## config.mk

```make
export PLATFORM = sky130hd
export DESIGN_NAME = mips_multicycle_core
export DESIGN_NICKNAME = d
export VERILOG_FILES = /design/src/rtl/mips_multicycle_core.sv
export SDC_FILE = /design/constraint.sdc
export NUM_CORES = 2
export LEC_CHECK = 0
export BUFFER_PORTS_ARGS = -buffer_cell sky130_fd_sc_hd__buf_4
export CORE_MARGIN = 10
export CORE_UTILIZATION = 58
export CTS_CLUSTER_DIAMETER = 120
export DETAILED_ROUTE_END_ITERATION = 16
export PLACE_DENSITY = 0.87
export SYNTH_ARGS = -nofsm -noshare
export SYNTH_HDL_FRONTEND = slang
export SYNTH_SLANG_ARGS = --single-unit
```

## constraint.sdc

```tcl
create_clock -name clk -period 44 [get_ports clk]
set_input_delay 8.8 -clock clk [delete_from_list [all_inputs] [get_ports clk]]
set_output_delay 8.8 -clock clk [all_outputs]
set_load 0.1 [all_outputs]
```

## src/rtl/mips_multicycle_core.sv

```systemverilog
// ---------------------------------------------------------------------------
// mips_multicycle_core
//
// Multi-cycle MIPS-subset CPU core. One FSM drives a single shared ALU and
// a single unified instruction/data memory port. Every access on that port
// is a request held stable until the memory answers with mem_ready.
//
// Supported instructions: add, sub, and, or, slt, nop (R-type), j, beq,
// addi, lw and sw. Any other opcode or funct, or a misaligned lw/sw, parks
// the core in HALT with the sticky illegal flag set. Only reset leaves HALT.
//
// Ports
//   clk         rising-edge clock
//   reset       asynchronous, active-high reset
//   mem_req     memory access request (FETCH and MEM states only)
//   mem_we      1 = write (sw), 0 = read
//   mem_addr    byte address, always word aligned
//   mem_wdata   store data (sw only, otherwise 0)
//   mem_rdata   read data, sampled when mem_ready = 1
//   mem_ready   the current access completes this cycle
//   pc          address of the next instruction to fetch
//   state       FSM state code, for debug
//   instr_done  1-cycle pulse in the cycle an instruction retires
//   illegal     sticky flag: illegal op/funct or misaligned access
// ---------------------------------------------------------------------------
module mips_multicycle_core #(
    parameter int unsigned       ADDR_W   = 8,
    parameter logic [ADDR_W-1:0] PC_RESET = '0
) (
    input  logic              clk,
    input  logic              reset,
    output logic              mem_req,
    output logic              mem_we,
    output logic [ADDR_W-1:0] mem_addr,
    output logic [31:0]       mem_wdata,
    input  logic [31:0]       mem_rdata,
    input  logic              mem_ready,
    output logic [ADDR_W-1:0] pc,
    output logic [2:0]        state,
    output logic              instr_done,
    output logic              illegal
);

    localparam logic [2:0] S_FETCH  = 3'd0;
    localparam logic [2:0] S_DECODE = 3'd1;
    localparam logic [2:0] S_EXEC   = 3'd2;
    localparam logic [2:0] S_MEM    = 3'd3;
    localparam logic [2:0] S_WB     = 3'd4;
    localparam logic [2:0] S_HALT   = 3'd5;

    localparam logic [5:0] OP_R    = 6'h00;
    localparam logic [5:0] OP_J    = 6'h02;
    localparam logic [5:0] OP_BEQ  = 6'h04;
    localparam logic [5:0] OP_ADDI = 6'h08;
    localparam logic [5:0] OP_LW   = 6'h23;
    localparam logic [5:0] OP_SW   = 6'h2B;

    localparam logic [5:0] FN_NOP = 6'h00;
    localparam logic [5:0] FN_ADD = 6'h20;
    localparam logic [5:0] FN_SUB = 6'h22;
    localparam logic [5:0] FN_AND = 6'h24;
    localparam logic [5:0] FN_OR  = 6'h25;
    localparam logic [5:0] FN_SLT = 6'h2A;

    logic [2:0]        state_q, state_d;
    logic [ADDR_W-1:0] pc_q, pc_d;
    logic [31:0]       ir_q, ir_d;
    logic [31:0]       a_q, a_d;
    logic [31:0]       b_q, b_d;
    logic [31:0]       alu_q, alu_d;
    logic [31:0]       mdr_q, mdr_d;
    logic              illegal_q, illegal_d;
    logic [31:0]       regs_q [32];

    logic              rf_we;
    logic [4:0]        rf_waddr;
    logic [31:0]       rf_wdata;
    logic              retire;

    // Instruction fields, always taken from the latched IR.
    logic [5:0]  opcode;
    logic [4:0]  rs, rt, rd;
    logic [5:0]  funct;
    logic [31:0] imm_sext;
    logic [31:0] eff_addr;
    logic [27:0] jump_target;

    assign opcode      = ir_q[31:26];
    assign rs          = ir_q[25:21];
    assign rt          = ir_q[20:16];
    assign rd          = ir_q[15:11];
    assign funct       = ir_q[5:0];
    assign imm_sext    = {{16{ir_q[15]}}, ir_q[15:0]};
    assign eff_addr    = a_q + imm_sext;
    assign jump_target = {ir_q[25:0], 2'b00};

    function automatic logic opcode_legal(input logic [5:0] op);
        case (op)
            OP_R, OP_J, OP_BEQ, OP_ADDI, OP_LW, OP_SW: opcode_legal = 1'b1;
            default:                                   opcode_legal = 1'b0;
        endcase
    endfunction

    // -----------------------------------------------------------------------
    // Next-state and datapath control
    // -----------------------------------------------------------------------
    always_comb begin
        // NOTE: every signal gets a default first so no path through the
        // case statements can leave one unassigned and infer a latch.
        state_d   = state_q;
        pc_d      = pc_q;
        ir_d      = ir_q;
        a_d       = a_q;
        b_d       = b_q;
        alu_d     = alu_q;
        mdr_d     = mdr_q;
        illegal_d = illegal_q;
        rf_we     = 1'b0;
        rf_waddr  = 5'd0;
        rf_wdata  = 32'd0;
        retire    = 1'b0;

        case (state_q)
            S_FETCH: begin
                if (mem_ready) begin
                    ir_d    = mem_rdata;
                    pc_d    = pc_q + ADDR_W'(4);
                    state_d = S_DECODE;
                end
            end

            S_DECODE: begin
                a_d   = regs_q[rs];
                b_d   = regs_q[rt];
                // Branch target precomputed while the ALU is otherwise idle;
                // pc already points past this instruction.
                alu_d = 32'(pc_q) + (imm_sext << 2);
                if (opcode_legal(opcode)) begin
                    state_d = S_EXEC;
                end else begin
                    state_d   = S_HALT;
                    illegal_d = 1'b1;
                end
            end

            S_EXEC: begin
                case (opcode)
                    OP_R: begin
                        state_d = S_WB;
                        case (funct)
                            FN_ADD: alu_d = a_q + b_q;
                            FN_SUB: alu_d = a_q - b_q;
                            FN_AND: alu_d = a_q & b_q;
                            FN_OR:  alu_d = a_q | b_q;
                            FN_SLT: alu_d = {31'd0, $signed(a_q) < $signed(b_q)};
                            FN_NOP: begin
                                retire  = 1'b1;
                                state_d = S_FETCH;
                            end
                            default: begin
                                state_d   = S_HALT;
                                illegal_d = 1'b1;
                            end
                        endcase
                    end
                    OP_ADDI: begin
                        alu_d   = eff_addr;
                        state_d = S_WB;
                    end
                    OP_LW, OP_SW: begin
                        alu_d = eff_addr;
                        // A misaligned address never reaches the bus.
                        if (eff_addr[1:0] != 2'b00) begin
                            state_d   = S_HALT;
                            illegal_d = 1'b1;
                        end else begin
                            state_d = S_MEM;
                        end
                    end
                    OP_BEQ: begin
                        if (a_q == b_q) begin
                            pc_d = alu_q[ADDR_W-1:0];
                        end
                        retire  = 1'b1;
                        state_d = S_FETCH;
                    end
                    OP_J: begin
                        pc_d    = jump_target[ADDR_W-1:0];
                        retire  = 1'b1;
                        state_d = S_FETCH;
                    end
                    default: begin
                        state_d   = S_HALT;
                        illegal_d = 1'b1;
                    end
                endcase
            end

            S_MEM: begin
                if (mem_ready) begin
                    if (opcode == OP_SW) begin
                        retire  = 1'b1;
                        state_d = S_FETCH;
                    end else begin
                        mdr_d   = mem_rdata;
                        state_d = S_WB;
                    end
                end
            end

            S_WB: begin
                rf_we = 1'b1;
                case (opcode)
                    OP_R: begin
                        rf_waddr = rd;
                        rf_wdata = alu_q;
                    end
                    OP_ADDI: begin
                        rf_waddr = rt;
                        rf_wdata = alu_q;
                    end
                    default: begin
                        rf_waddr = rt;
                        rf_wdata = mdr_q;
                    end
                endcase
                retire  = 1'b1;
                state_d = S_FETCH;
            end

            S_HALT: begin
                state_d = S_HALT;
            end

            default: begin
                state_d   = S_HALT;
                illegal_d = 1'b1;
            end
        endcase
    end

    // -----------------------------------------------------------------------
    // State registers
    // -----------------------------------------------------------------------
    always_ff @(posedge clk or posedge reset) begin
        // NOTE: sequential state uses non-blocking assignments so every
        // register samples the pre-edge values regardless of block order.
        if (reset) begin
            state_q   <= S_FETCH;
            pc_q      <= PC_RESET;
            ir_q      <= 32'd0;
            a_q       <= 32'd0;
            b_q       <= 32'd0;
            alu_q     <= 32'd0;
            mdr_q     <= 32'd0;
            illegal_q <= 1'b0;
        end else begin
            state_q   <= state_d;
            pc_q      <= pc_d;
            ir_q      <= ir_d;
            a_q       <= a_d;
            b_q       <= b_d;
            alu_q     <= alu_d;
            mdr_q     <= mdr_d;
            illegal_q <= illegal_d;
        end
    end

    // Register file. r0 is never written, so it always reads as zero.
    always_ff @(posedge clk or posedge reset) begin
        // NOTE: the register file is architecturally cleared on reset, so it
        // is built from resettable flops rather than an inferred RAM.
        if (reset) begin
            for (int i = 0; i < 32; i++) begin
                regs_q[i] <= 32'd0;
            end
        end else if (rf_we && (rf_waddr != 5'd0)) begin
            regs_q[rf_waddr] <= rf_wdata;
        end
    end

    // -----------------------------------------------------------------------
    // Outputs. The bus outputs are gated by reset so an in-flight access is
    // dropped in the same cycle reset is asserted, not at the next edge.
    // -----------------------------------------------------------------------
    always_comb begin
        mem_req   = 1'b0;
        mem_we    = 1'b0;
        mem_addr  = '0;
        mem_wdata = 32'd0;
        if (!reset) begin
            case (state_q)
                S_FETCH: begin
                    mem_req  = 1'b1;
                    mem_addr = pc_q;
                end
                S_MEM: begin
                    mem_req  = 1'b1;
                    mem_addr = alu_q[ADDR_W-1:0];
                    if (opcode == OP_SW) begin
                        mem_we    = 1'b1;
                        mem_wdata = b_q;
                    end
                end
                default: ;
            endcase
        end
    end

    assign instr_done = retire & ~reset;
    assign pc         = pc_q;
    assign state      = state_q;
    assign illegal    = illegal_q;

endmodule

```

==> results.md <==
- Status: completed
- Starting Density: 58.2%
- Gate Count Post-Synth: 6115
- Overflow after GRT: 0
- Largest net degree at the start of global routing: 203
- 1st-iter DRT viols: 8933
- FF+latch count, synth: 1196
- Hpwl dp: 127 mm
- Placement Cell Area: 67600 µm²
- Worst path slowest cell: or2_2
- Cell family with most CP delay: simple AND/OR/NAND/NOR gates
- Die height: 358 µm
- Avg Cell Area, Syn: 10.8 µm²
- Worst-margin pin slew: 1.35 ns
- RR Endpoint: regs_q[364]
- Number of cells on the critical path: 4
- Post-synth EDFFs: 0
- Crit path DAT: 10.38 ns
- Headroom to the max-slew limit: 10.0%
- Clock Skew: 0.0442 ns
- RSZ-0062 raised after global routing: false
- Residual DRC: 0
- Reg-to-Reg Start: state[0]
- Synth async-reset ratio: 100%
- Reg2reg path depth: 7
- Vias per cell: 7.44
- Crit-path cells: buf_4, or2_2, nor4_1, buf_4
- Hold depth: 0
- Mapped Nets: 6288
- Max-slew violations: 0
- Setup CP Type: in -> out
- I/O Buffers: 89
- Core area: 114000 µm²
- Initial antenna violation count: 15
- Total negative slack: 0 ns
- # setup viols final: 0
- Syn Std Cell Area: 66300 µm²
- Period utilization: 43.6%
- CP endpoint kind: output pin
- ANT nets after route: 0
- Peak supply drop: 0.0527 mV
- Final wirelength: 222 mm
- Post-CTS Setup Repair Bufs: 0
- Largest stage delay, worst path: 0.59 ns
- Lkg Pwr: 29.6 nW
- Final hold vios: 0
- Final nets: 5975
- Seq/Total Area, Yosys: 45.1%
- Clk_lat worst skew: 0.74 ns
- Worst min path class: reg -> reg
- Number of global-route vias before repair: 56400
- Clk slew on worst S/H paths: 0.07 ns
- Row count: 124
- PwrDens: 63.4 nW/µm²
- First-pass GRT wire length: 337 mm
- Yosys warning total: 0
- Cts repair resizes: 0
- WP buf/inv: 2
- GPL Wtd Cong: 1.01
- Fin area: 71600 µm²
- Critical Path Start Type: input port
- Post-synth top flop: dfrtp_1
- Total clock sinks: 1196
- Synth cell types: 88
- Initial DRT Pass Iterations: 9
- Max Freq: 52.2 MHz
- Die W: 358 µm
- Crit path time final: 19.18 ns
- H-tree lvl count: 3
- CTS buffer count: 114
- Max FO, Critical Path: 42
- Clk buf depth: 3
- Hold-fix buffers, CTS: 0
- GRT Resource Usage Total: 34.3%
- Number of vias in the routed layout: 55200
- CP most frequent cell: buf_4
- Top-Level Pins: 90
- Clock root buffer: clkbuf_16
- CTS tree: yes
- Share of layout cells above drive strength 1: 19.3%
- Hold path start: regs_q[993]
- Required @ worst endpoint: 35.20 ns
- Max-capacitance violation count: 0
- Routed WL per cell: 29.9 µm
- FF-to-FF setup slack: 38.47 ns
- Die area: 128000 µm²
- Synth-to-Final Area Change: 7.89%
- Worst Hold Endpoint: regs_q[993]
-- cell usage in the layout, fill, tap and decap left out, types with 21 or more instances in the layout --
master / instances
clkbuf_16: 116
dfrtp_1: 1185
a21o_1: 32
clkinv_2: 21
nor4_1: 43
nand3_1: 31
xnor2_1: 28
inv_1: 110
nor3_1: 30
o22ai_1: 22
mux2_2: 66
nor2_1: 134
ha_1: 134
nand2_1: 1286
mux2i_1: 80
mux4_2: 640
a21oi_1: 133
a211oi_1: 30
o21ai_1: 41
buf_4: 150
o21ai_0: 1123
-- sequential cells by signal, summed over array words and instances, names as in the netlist --
name,count
pc,8
ir_q,32
a_q,32
illegal,1
regs_q,1024
mdr_q,32
state,3
alu_q,32
b_q,32
-- stage by stage --
stage	hold WS [ns]	util, %	setup slack (ns)	instances	power [W]
final	0.397	62.8	24.82	7417	0.00454
after global routing	0.409	62.8	24.75	7412	0.00468
after CTS	0.401	62.8	24.80	7412	0.00444
after detailed placement	0.385	59.3	24.85	7198	0.00339
after global placement	0.376	59.3	24.95	7198	0.00333
after floorplan	0.441	-	1.51	6115	0.00279
-- worst register-to-register path, stage by stage, from the launching register on --
cell and delay (ns):
dfrtp_1 0.56, nor2_1 0.66, nand2_1 0.63, nor2_1 0.66, o21ai_1 0.19, nor3_1 0.92, nand3_4 1.06, o21ai_0 0.71
-- worst max path at each step --
stage          startpoint             to
2_1_floorplan       reset         a_q[0]
3_3_place_gp        reset  mem_wdata[14]
3_5_place_dp        reset  mem_wdata[21]
4_1_cts             reset  mem_wdata[30]
5_1_grt             reset  mem_wdata[21]
6_report            reset  mem_wdata[30]
-- power by group --
part,internal (W),switching (W)
clock network,0.000599,0.000463
logic,0.000730,0.00122
registers,0.00127,0.000256
total,0.00260,0.00194
-- synth_stat cells (all sizes together), types with 33 or more instances --
master,instances,area share [%]
nand2,1306,7.4
dfrtp,1196,45
o21ai,1167,8.8
mux4,640,22
clkbuf,512,2.9
nor2,139,0.80
a21oi,134,1.0
ha,134,2.5
inv,112,0.63
mux2i,80,1.2
buf,73,0.45
mux2,66,1.1
nor4,44,0.41
nand3,36,0.27
nor3,36,0.31
a211oi,33,0.40
-- per-layer routing --
| layer | track usage, % | vias up | wire, µm |
|---|---|---|---|
| li1 | - | 21600 | - |
| met1 | 41.4 | 27000 | 71800 |
| met2 | 50.4 | 5059 | 97100 |
| met3 | 14.2 | 1518 | 35000 |
| met4 | 22.9 | 22 | 18000 |
| met5 | 0 | - | 148 |
-- kinds of logic (layout without fill, tap and decap cells) --
family / count (synthesis) / in the layout / share of synthesized area [%]
AOI/OAI and AO/OA: 1589 / 1589 / 13.4
xor gates and xnor gates: 46 / 46 / 0.607
adders and majority gates: 138 / 138 / 2.65
buffers and inverters: 698 / 483 / 3.98
DFF: 1196 / 1196 / 45.1
muxes: 786 / 786 / 24.1
other: 0 / 5 / 0
and+or+nand+nor: 1662 / 1662 / 10.2
-- area by class of cell --
type / count / area (µm²)
antenna: 5 / 12.5
clock buffer: 153 / 3220
clock inverter: 61 / 772
fill: 7906 / 42300
inverter: 113 / 432
multi-input combinational: 4221 / 34000
sequential: 1196 / 30000
tap: 1512 / 1890
timing repair buffer: 156 / 1250
(Power assumes the default switching activity.)
